**src/rtl/char_text_writer_16x16.sv**
```systemverilog
// rtl/char_text_writer_16x16.sv - writable 16x16 character buffer with ROM-style read port
//
// Purpose: 256-cell x 7-bit character buffer. A client streams a string into
// consecutive cells starting at wr_xy; draw_char reads cells through char_xy
// with one cycle of latency, exactly like the fixed character ROMs.
// After reset the whole buffer is filled with CLEAR_CODE (256 cycles).
//
// Ports:
//   clk, rst_n           clock, asynchronous active-low reset
//   clr                  request a full clear (honoured in IDLE only)
//   wr_start, wr_xy      open a write burst at cell {row,col} (IDLE only)
//   ch_valid/ch_data/ch_last/ch_ready  character stream, transfer on valid & ready
//   busy                 high while clearing or writing
//   char_xy, char_code   read address and registered read data
//
// Configuration macro: TEXT_ROW_WRAP_EN - burst pointer wraps within its row
// instead of running linearly through the whole buffer.

module char_text_writer_16x16 #(
  parameter logic [6:0] CLEAR_CODE = 7'h20,
  parameter int         MAX_LEN    = 16
) (
  input  logic       clk,
  input  logic       rst_n,
  input  logic       clr,
  input  logic       wr_start,
  input  logic [7:0] wr_xy,
  input  logic       ch_valid,
  input  logic [6:0] ch_data,
  input  logic       ch_last,
  output logic       ch_ready,
  output logic       busy,
  input  logic [7:0] char_xy,
  output logic [6:0] char_code
);

  typedef enum logic [1:0] {
    S_CLEAR,
    S_IDLE,
    S_WRITE
  } state_t;

  // cnt counts transfers already taken in this burst; 9 bits so MAX_LEN=256 fits.
  localparam logic [8:0] LAST_CNT = 9'(MAX_LEN - 1);

  state_t     state_q, state_d;
  logic [7:0] clr_ptr_q, clr_ptr_d;
  logic [7:0] wr_ptr_q, wr_ptr_d;
  logic [8:0] cnt_q, cnt_d;
  logic [6:0] char_code_q;

  logic       ram_we;
  logic [7:0] ram_waddr;
  logic [6:0] ram_wdata;
  logic [7:0] wr_ptr_inc;
  logic       xfer;

  logic [6:0] mem [256];

`ifdef TEXT_ROW_WRAP_EN
  // Only the column advances; the string stays on its own row.
  assign wr_ptr_inc = {wr_ptr_q[7:4], wr_ptr_q[3:0] + 4'd1};
`else
  assign wr_ptr_inc = wr_ptr_q + 8'd1;
`endif

  assign ch_ready  = (state_q == S_WRITE);
  assign busy      = (state_q != S_IDLE);
  assign xfer      = ch_valid & ch_ready;
  assign char_code = char_code_q;

  always_comb begin
    state_d   = state_q;
    clr_ptr_d = clr_ptr_q;
    wr_ptr_d  = wr_ptr_q;
    cnt_d     = cnt_q;
    ram_we    = 1'b0;
    ram_waddr = clr_ptr_q;
    ram_wdata = CLEAR_CODE;

    case (state_q)
      S_CLEAR: begin
        ram_we    = 1'b1;
        clr_ptr_d = clr_ptr_q + 8'd1;
        if (clr_ptr_q == 8'hFF) begin
          state_d = S_IDLE;
        end
      end
      S_IDLE: begin
        // clr has priority; a simultaneous wr_start is simply dropped.
        if (clr) begin
          state_d   = S_CLEAR;
          clr_ptr_d = 8'h00;
        end else if (wr_start) begin
          state_d  = S_WRITE;
          wr_ptr_d = wr_xy;
          cnt_d    = 9'd0;
        end
      end
      S_WRITE: begin
        if (xfer) begin
          ram_we    = 1'b1;
          ram_waddr = wr_ptr_q;
          ram_wdata = ch_data;
          wr_ptr_d  = wr_ptr_inc;
          cnt_d     = cnt_q + 9'd1;
          if (ch_last || (cnt_q == LAST_CNT)) begin
            state_d = S_IDLE;
          end
        end
      end
      default: begin
        state_d = S_CLEAR;
      end
    endcase
  end

  always_ff @(posedge clk or negedge rst_n) begin
    if (!rst_n) begin
      state_q     <= S_CLEAR;
      clr_ptr_q   <= 8'h00;
      wr_ptr_q    <= 8'h00;
      cnt_q       <= 9'd0;
      char_code_q <= 7'h00;
    end else begin
      state_q     <= state_d;
      clr_ptr_q   <= clr_ptr_d;
      wr_ptr_q    <= wr_ptr_d;
      cnt_q       <= cnt_d;
      // Read-before-write: a same-cycle write to char_xy is seen next cycle.
      char_code_q <= mem[char_xy];
    end
  end

  // Storage is deliberately not reset; the automatic clear initialises it.
  always_ff @(posedge clk) begin
    if (ram_we) begin
      mem[ram_waddr] <= ram_wdata;
    end
  end

endmodule

```
**config.mk**
```make
export PLATFORM = sky130hd
export DESIGN_NAME = char_text_writer_16x16
export DESIGN_NICKNAME = d
export VERILOG_FILES = /design/src/rtl/char_text_writer_16x16.sv
export SDC_FILE = /design/constraint.sdc
export NUM_CORES = 2
export LEC_CHECK = 0
export CAP_MARGIN = 20
export CORE_MARGIN = 3
export CORE_UTILIZATION = 50
export CTS_CLUSTER_DIAMETER = 40
export DETAILED_ROUTE_END_ITERATION = 7
export PLACE_DENSITY = 0.68
export REMOVE_ABC_BUFFERS = 1
export SLEW_MARGIN = 5
export SYNTH_ARGS = -nofsm -noshare
export SYNTH_HDL_FRONTEND = slang
export SYNTH_SLANG_ARGS = --single-unit
export TNS_END_PERCENT = 10
```
**constraint.sdc**
```tcl
create_clock -name clk -period 5.7 [get_ports clk]
set_input_delay 1.425 -clock clk [delete_from_list [all_inputs] [get_ports clk]]
set_output_delay 1.425 -clock clk [all_outputs]
set_load 0.01 [all_outputs]
```
After elaboration in Yosys (flattened, before gate mapping)

Memory sizes are Yosys's and may differ from the RTL's. A register that Yosys moved wholly into a read port is not among the register bits.
Cells that the tools add are included.

Bits in registers: 27
Memory bits (writable): 1,792
Input bits: 29
Output and inout port bits: 9
Memories: 1

Memories:

| name | words | bits a word | rd ports | clocked after Yosys merged registers in | wr ports | RTL line | source |
|---|---|---|---|---|---|---|---|
| mem  | 256   | 7           | 1        | 1                                       | 1        | 58       | `logic [6:0] mem [256];` |

Add/sub/neg operators: 3
Equality and inequality tests: 12
Mux-type cells: 24
Bitwise gates (word level): 1
Reductions and logical operators: 8

Operators with widths:

| cell                                                             | count |
|---|---|
| 8-bit two-way mux                                                | 6 |
| 8-bit one-hot mux with 2 select lines                            | 2 |
| 9-bit two-way mux                                                | 3 |
| 9-bit one-hot mux with 2 select lines                            | 1 |
| 8-bit by 1-bit adder with 8-bit output (second input constant)   | 2 |
| 7-bit two-way mux                                                | 2 |
| 2-bit two-way mux                                                | 5 |
| 9-bit by 1-bit adder with 9-bit output (second input constant)   | 1 |
| 9-bit by 4-bit == test with 1-bit output (second input constant) | 1 |
| 8-bit == test (second input constant)                            | 1 |
| 2-bit != test (second input constant)                            | 4 |
| 4-bit AND reduction                                              | 2 |
| 2-bit by 1-bit != test with 1-bit output (second input constant) | 3 |
| 2-bit one-hot mux with 3 select lines                            | 1 |
| 2-bit nonzero test                                               | 2 |
| 1-bit two-way mux                                                | 3 |
| 3-bit != test (second input constant)                            | 1 |
| 2-bit by 1-bit == test with 1-bit output (second input constant) | 1 |
| 2-bit == test (second input constant)                            | 1 |
| 2-bit logical NOT                                                | 1 |
| 1-bit one-hot mux with 2 select lines                            | 1 |
| 2-bit AND reduction                                              | 1 |
| 1-bit bitwise AND                                                | 1 |
| 1-bit logical NOT                                                | 1 |
| 1-bit logical OR                                                 | 1 |

Depth between registers and ports, before layout

Depth in word-level cells: 6
Depth in mapped cells: 11
Mapped depth without buffers: 7

Worst setup path before layout

No wires, ideal clock.

Path type: input port to flip-flop
Start: in ch_valid
End: mem mem[0][0], data pin
Setup time: 867 ps
Data arrival time: 5,464 ps
Required time: 4,833 ps
Path slack: -631 ps
Cell stages on the path: 4
Path buffers: 2
Path through: and3b_1 > clkbuf_1 > clkbuf_1 > and2_1

Cells in the longest elaborated chain, start to end: 3

Ends and longest elaborated chain:

| element            | RTL line | source |
|---|---|---|
| start: declaration | 28       | `input logic ch_valid,` |
| 1-bit bitwise AND  | 69       | `assign xfer = ch_valid & ch_ready;` |
| 7-bit two-way mux  | 101      | `if (xfer) begin` |
| 7-bit two-way mux  | 81       | `case (state_q)` |
| via ram_wdata[0]   | 54       | `logic [6:0] ram_wdata;` |
| end: declaration   | 58       |  |

The timed path passes the listed nets, and every way through them passes these cells.

==> flow_metrics.env <==
export IMPL_grt_use_met2_pct=36.4
export IMPL_wl_mm=170
export IMPL_synth_cell_types=65
export IMPL_min_from="cnt_q[8]"
export IMPL_hold_path_class="flop to flop"
export IMPL_top_usage_layer="met2"
export IMPL_synth_area_um2=71700
export IMPL_h_tree_depth=4
export IMPL_grt_antenna_before_repair=8
export IMPL_crit_chain="buf_8, buf_12, mux4_2, a22o_1, a221oi_1, o22ai_1, nor3_1, nor4_1"
export IMPL_async_flop_share_pct=1.86
export IMPL_cts_tree="yes"
export IMPL_start_util_pct=50.5
export IMPL_fmax_mhz=233
export IMPL_drive_above_1_share_pct=24.6
export IMPL_post_route_period_util_pct=75.4
export IMPL_startpoint_type="primary input"
export IMPL_worst_setup_path_end_kind="flop"
export IMPL_antenna_left=0
export IMPL_ys_warn_count=0
export IMPL_grt_pass1_wl_mm=249
export IMPL_dp_cells=5478
export IMPL_synth_compound_area_share_pct=3.59
export IMPL_final_cell_mix="1792 x edfxtp_1, 368 x mux4_2, 305 x nor2_1, 208 x clkbuf_16, 198 x buf_4"
export IMPL_clk_pin_slew_worst_paths_ps=60
export IMPL_synthSimpleGateAreaFrac_pct=3.65
export IMPL_rsz0062_at_grt="false"
export IMPL_place_congestion=0.843
export IMPL_cap_viol_max_count=0
export IMPL_synth_top_area_share_pct=75.0
export IMPL_worstPathRequired_ps=6360
export IMPL_ys_seq_area_share_pct=76.2
export IMPL_core_area_um2=142000
export IMPL_cts_resized=0
export IMPL_setup_viol=0
export IMPL_worstMarginPinSlew_ps=1250
export IMPL_first_pass_iters=6
export IMPL_row_count=138
export IMPL_cts_setup_buffers=0
export IMPL_final_nets=3826
export IMPL_synthFlopType="edfxtp_1"
export IMPL_grt_max_degree=160
export IMPL_maxSlewViolCount=0
export IMPL_drc=0
export IMPL_grt_use_met3_pct=4.50
export IMPL_hold_viol=0
export IMPL_critPathLaunch="char_xy[0]"
export IMPL_fin_cells=5864
export IMPL_syn_area_per_cell_um2=20.3
export IMPL_cts_root_buffer="clkbuf_16"
export IMPL_syn2layout_area_growth_pct=14.6
export IMPL_synth_xor_area_share_pct=0.0733
export IMPL_critical_path_slowest_cell="nor3_1"
export IMPL_clockBufferDepth=3
export IMPL_outcome="finished, final reports clean"
export IMPL_p_leak_nw=26.3
export IMPL_synthTopCellsByArea="edfxtp_1 75%, mux4_2 12%, mux2i_1 1.7%"
export IMPL_powerDensity_nw_per_um2=396
export IMPL_dp_hpwl_mm=104
export IMPL_finalPower_mw=32.5
export IMPL_ios=38
export IMPL_maxSlewHeadroom_pct=15.8
export IMPL_rr_startpoint="state_q[1]"
export IMPL_track_usage_pct=23.3
export IMPL_cp_arrival_ps=4960
export IMPL_insertion_delay_ps=830
export IMPL_slowest_delay_ps=650
export IMPL_hold_ws_ps=559
export IMPL_mostFrequentLayoutCell="edfxtp_1"
export IMPL_synth_edf_count=1792
export IMPL_fin_skew_ps=32.6
export IMPL_io_buffer_count=37
export IMPL_vias=36300
export IMPL_hold_buffers=0
export IMPL_setup_tns_final_ps=0
export IMPL_die_y_um=385
export IMPL_wl_per_cell_um=29.0
export IMPL_grt_use_met1_pct=33.7
export IMPL_cts_made_buffers=204
export IMPL_viasPerCell=6.18
export IMPL_clkSinkCount=1826
export IMPL_vdd_drop_max_mv=0.355
export IMPL_synth_top_area_cell="edfxtp_1"
export IMPL_fillerInstances=10200
export IMPL_crit_path_max_fanout=65
export IMPL_fin_crit_ps=4300
export IMPL_worstSetupPathType="primary input to flop"
export IMPL_drt_iter0_markers=4683
export IMPL_synthMuxAreaShare_pct=14.4
export IMPL_grt_remaining_overflow=0
export IMPL_synth_seq_cells=1826
export IMPL_grt_pass1_vias=36300
export IMPL_synth_top_family_by_area="multiplexers"
export IMPL_fp_dieW_um=385
export IMPL_synth_adder_area_share_pct=0.0523
export IMPL_dieArea_um2=148000
export IMPL_syn_inst=3541
flip-flops by register name, indices dropped and copies added (netlist names):
signal	cells
mem	1792
cnt_q	9
clr_ptr_q	8
wr_ptr_q	8
char_code	7
state_q	2
report_power, final:
part / total (mW) / switching (mW) / leakage [nW] / internal, mW
Sequential: 15.6 / 0.255 / 16.8 / 15.4
Clock: 13.6 / 5.46 / 3.37 / 8.12
Combinational: 3.32 / 2.36 / 6.12 / 0.954
Total: 32.5 / 8.08 / 26.3 / 24.5
critical path: cells and delay by family:
kind / cells / cell delay (ps)
buf+inv: 2 / 870
mux: 1 / 580
simple gates: 2 / 770
compound gates: 3 / 1020
per-stage QoR:
stage               area [um^2]  utilization [%]  setup slack, ps
global placement          75000             52.9              622
floorplan                 70300                -             -538
global route              82200             57.9             1320
CTS                       82200             57.9             1490
finish                    82200             57.9             1400
detailed placement        75100             52.9              594
area by class of cell:
type | count | area, um^2 | share of cell area, %
Sequential cell | 1826 | 54700 | 66.5
Multi-Input combinational cell | 1498 | 15700 | 19.1
Clock buffer | 241 | 5350 | 6.51
Clock inverter | 143 | 1760 | 2.14
Antenna cell | 2 | 5.00 | 0.00609
Inverter | 4 | 15.0 | 0.0183
Tap cell | 1890 | 2360 | 2.88
Timing Repair Buffer | 260 | 2360 | 2.87
path summary, 6_finish.rpt:
path                           endpoint  slack (ps)  cells past startpoint
setup / recovery           char_code[0]        1400                      8
hold / removal                 cnt_q[8]         560                      2
setup reg to reg            mem[200][5]        1580                      6
hold reg to reg                cnt_q[8]         560                      2
max in group asynchronous  char_code[1]        4290                      1
min in group asynchronous   wr_ptr_q[1]         770                      1
Yosys cell counts, types with 8 or more instances:
cell and count:
edfxtp_1 1792, mux4_2 368, nor2_1 306, mux2i_1 124
a22oi_1 116, clkbuf_1 81, a21oi_1 73, nand2_1 63
o22ai_1 60, buf_4 47, nand3_1 44, o21ai_0 38
nor3_1 36, buf_6 34, dfrtp_1 34, buf_2 31
mux2_2 22, nor4_1 22, mux4_1 20, nand2b_1 20
a221oi_1 19, and2_1 16, or3_1 15, a211oi_1 14
a22o_1 14, nand3b_1 11, o21ai_1 9, buf_12 8
cells by family after synthesis:
group | count (synthesis)
flip-flops | 1826
AND/OR/NAND/NOR | 571
multiplexers | 534
AO/OA/AOI/OAI | 384
buffers and inverters | 217
XOR/XNOR | 6
adder cells (fa/ha/maj) | 3
routing by layer:
metal  part of all wire [%]  routed length, um
met5                  0.016                 27
met2                     48              81700
met4                    2.6               4490
met1                     40              68500
met3                    9.1              15500
Power figures use the tool's default switching activity.
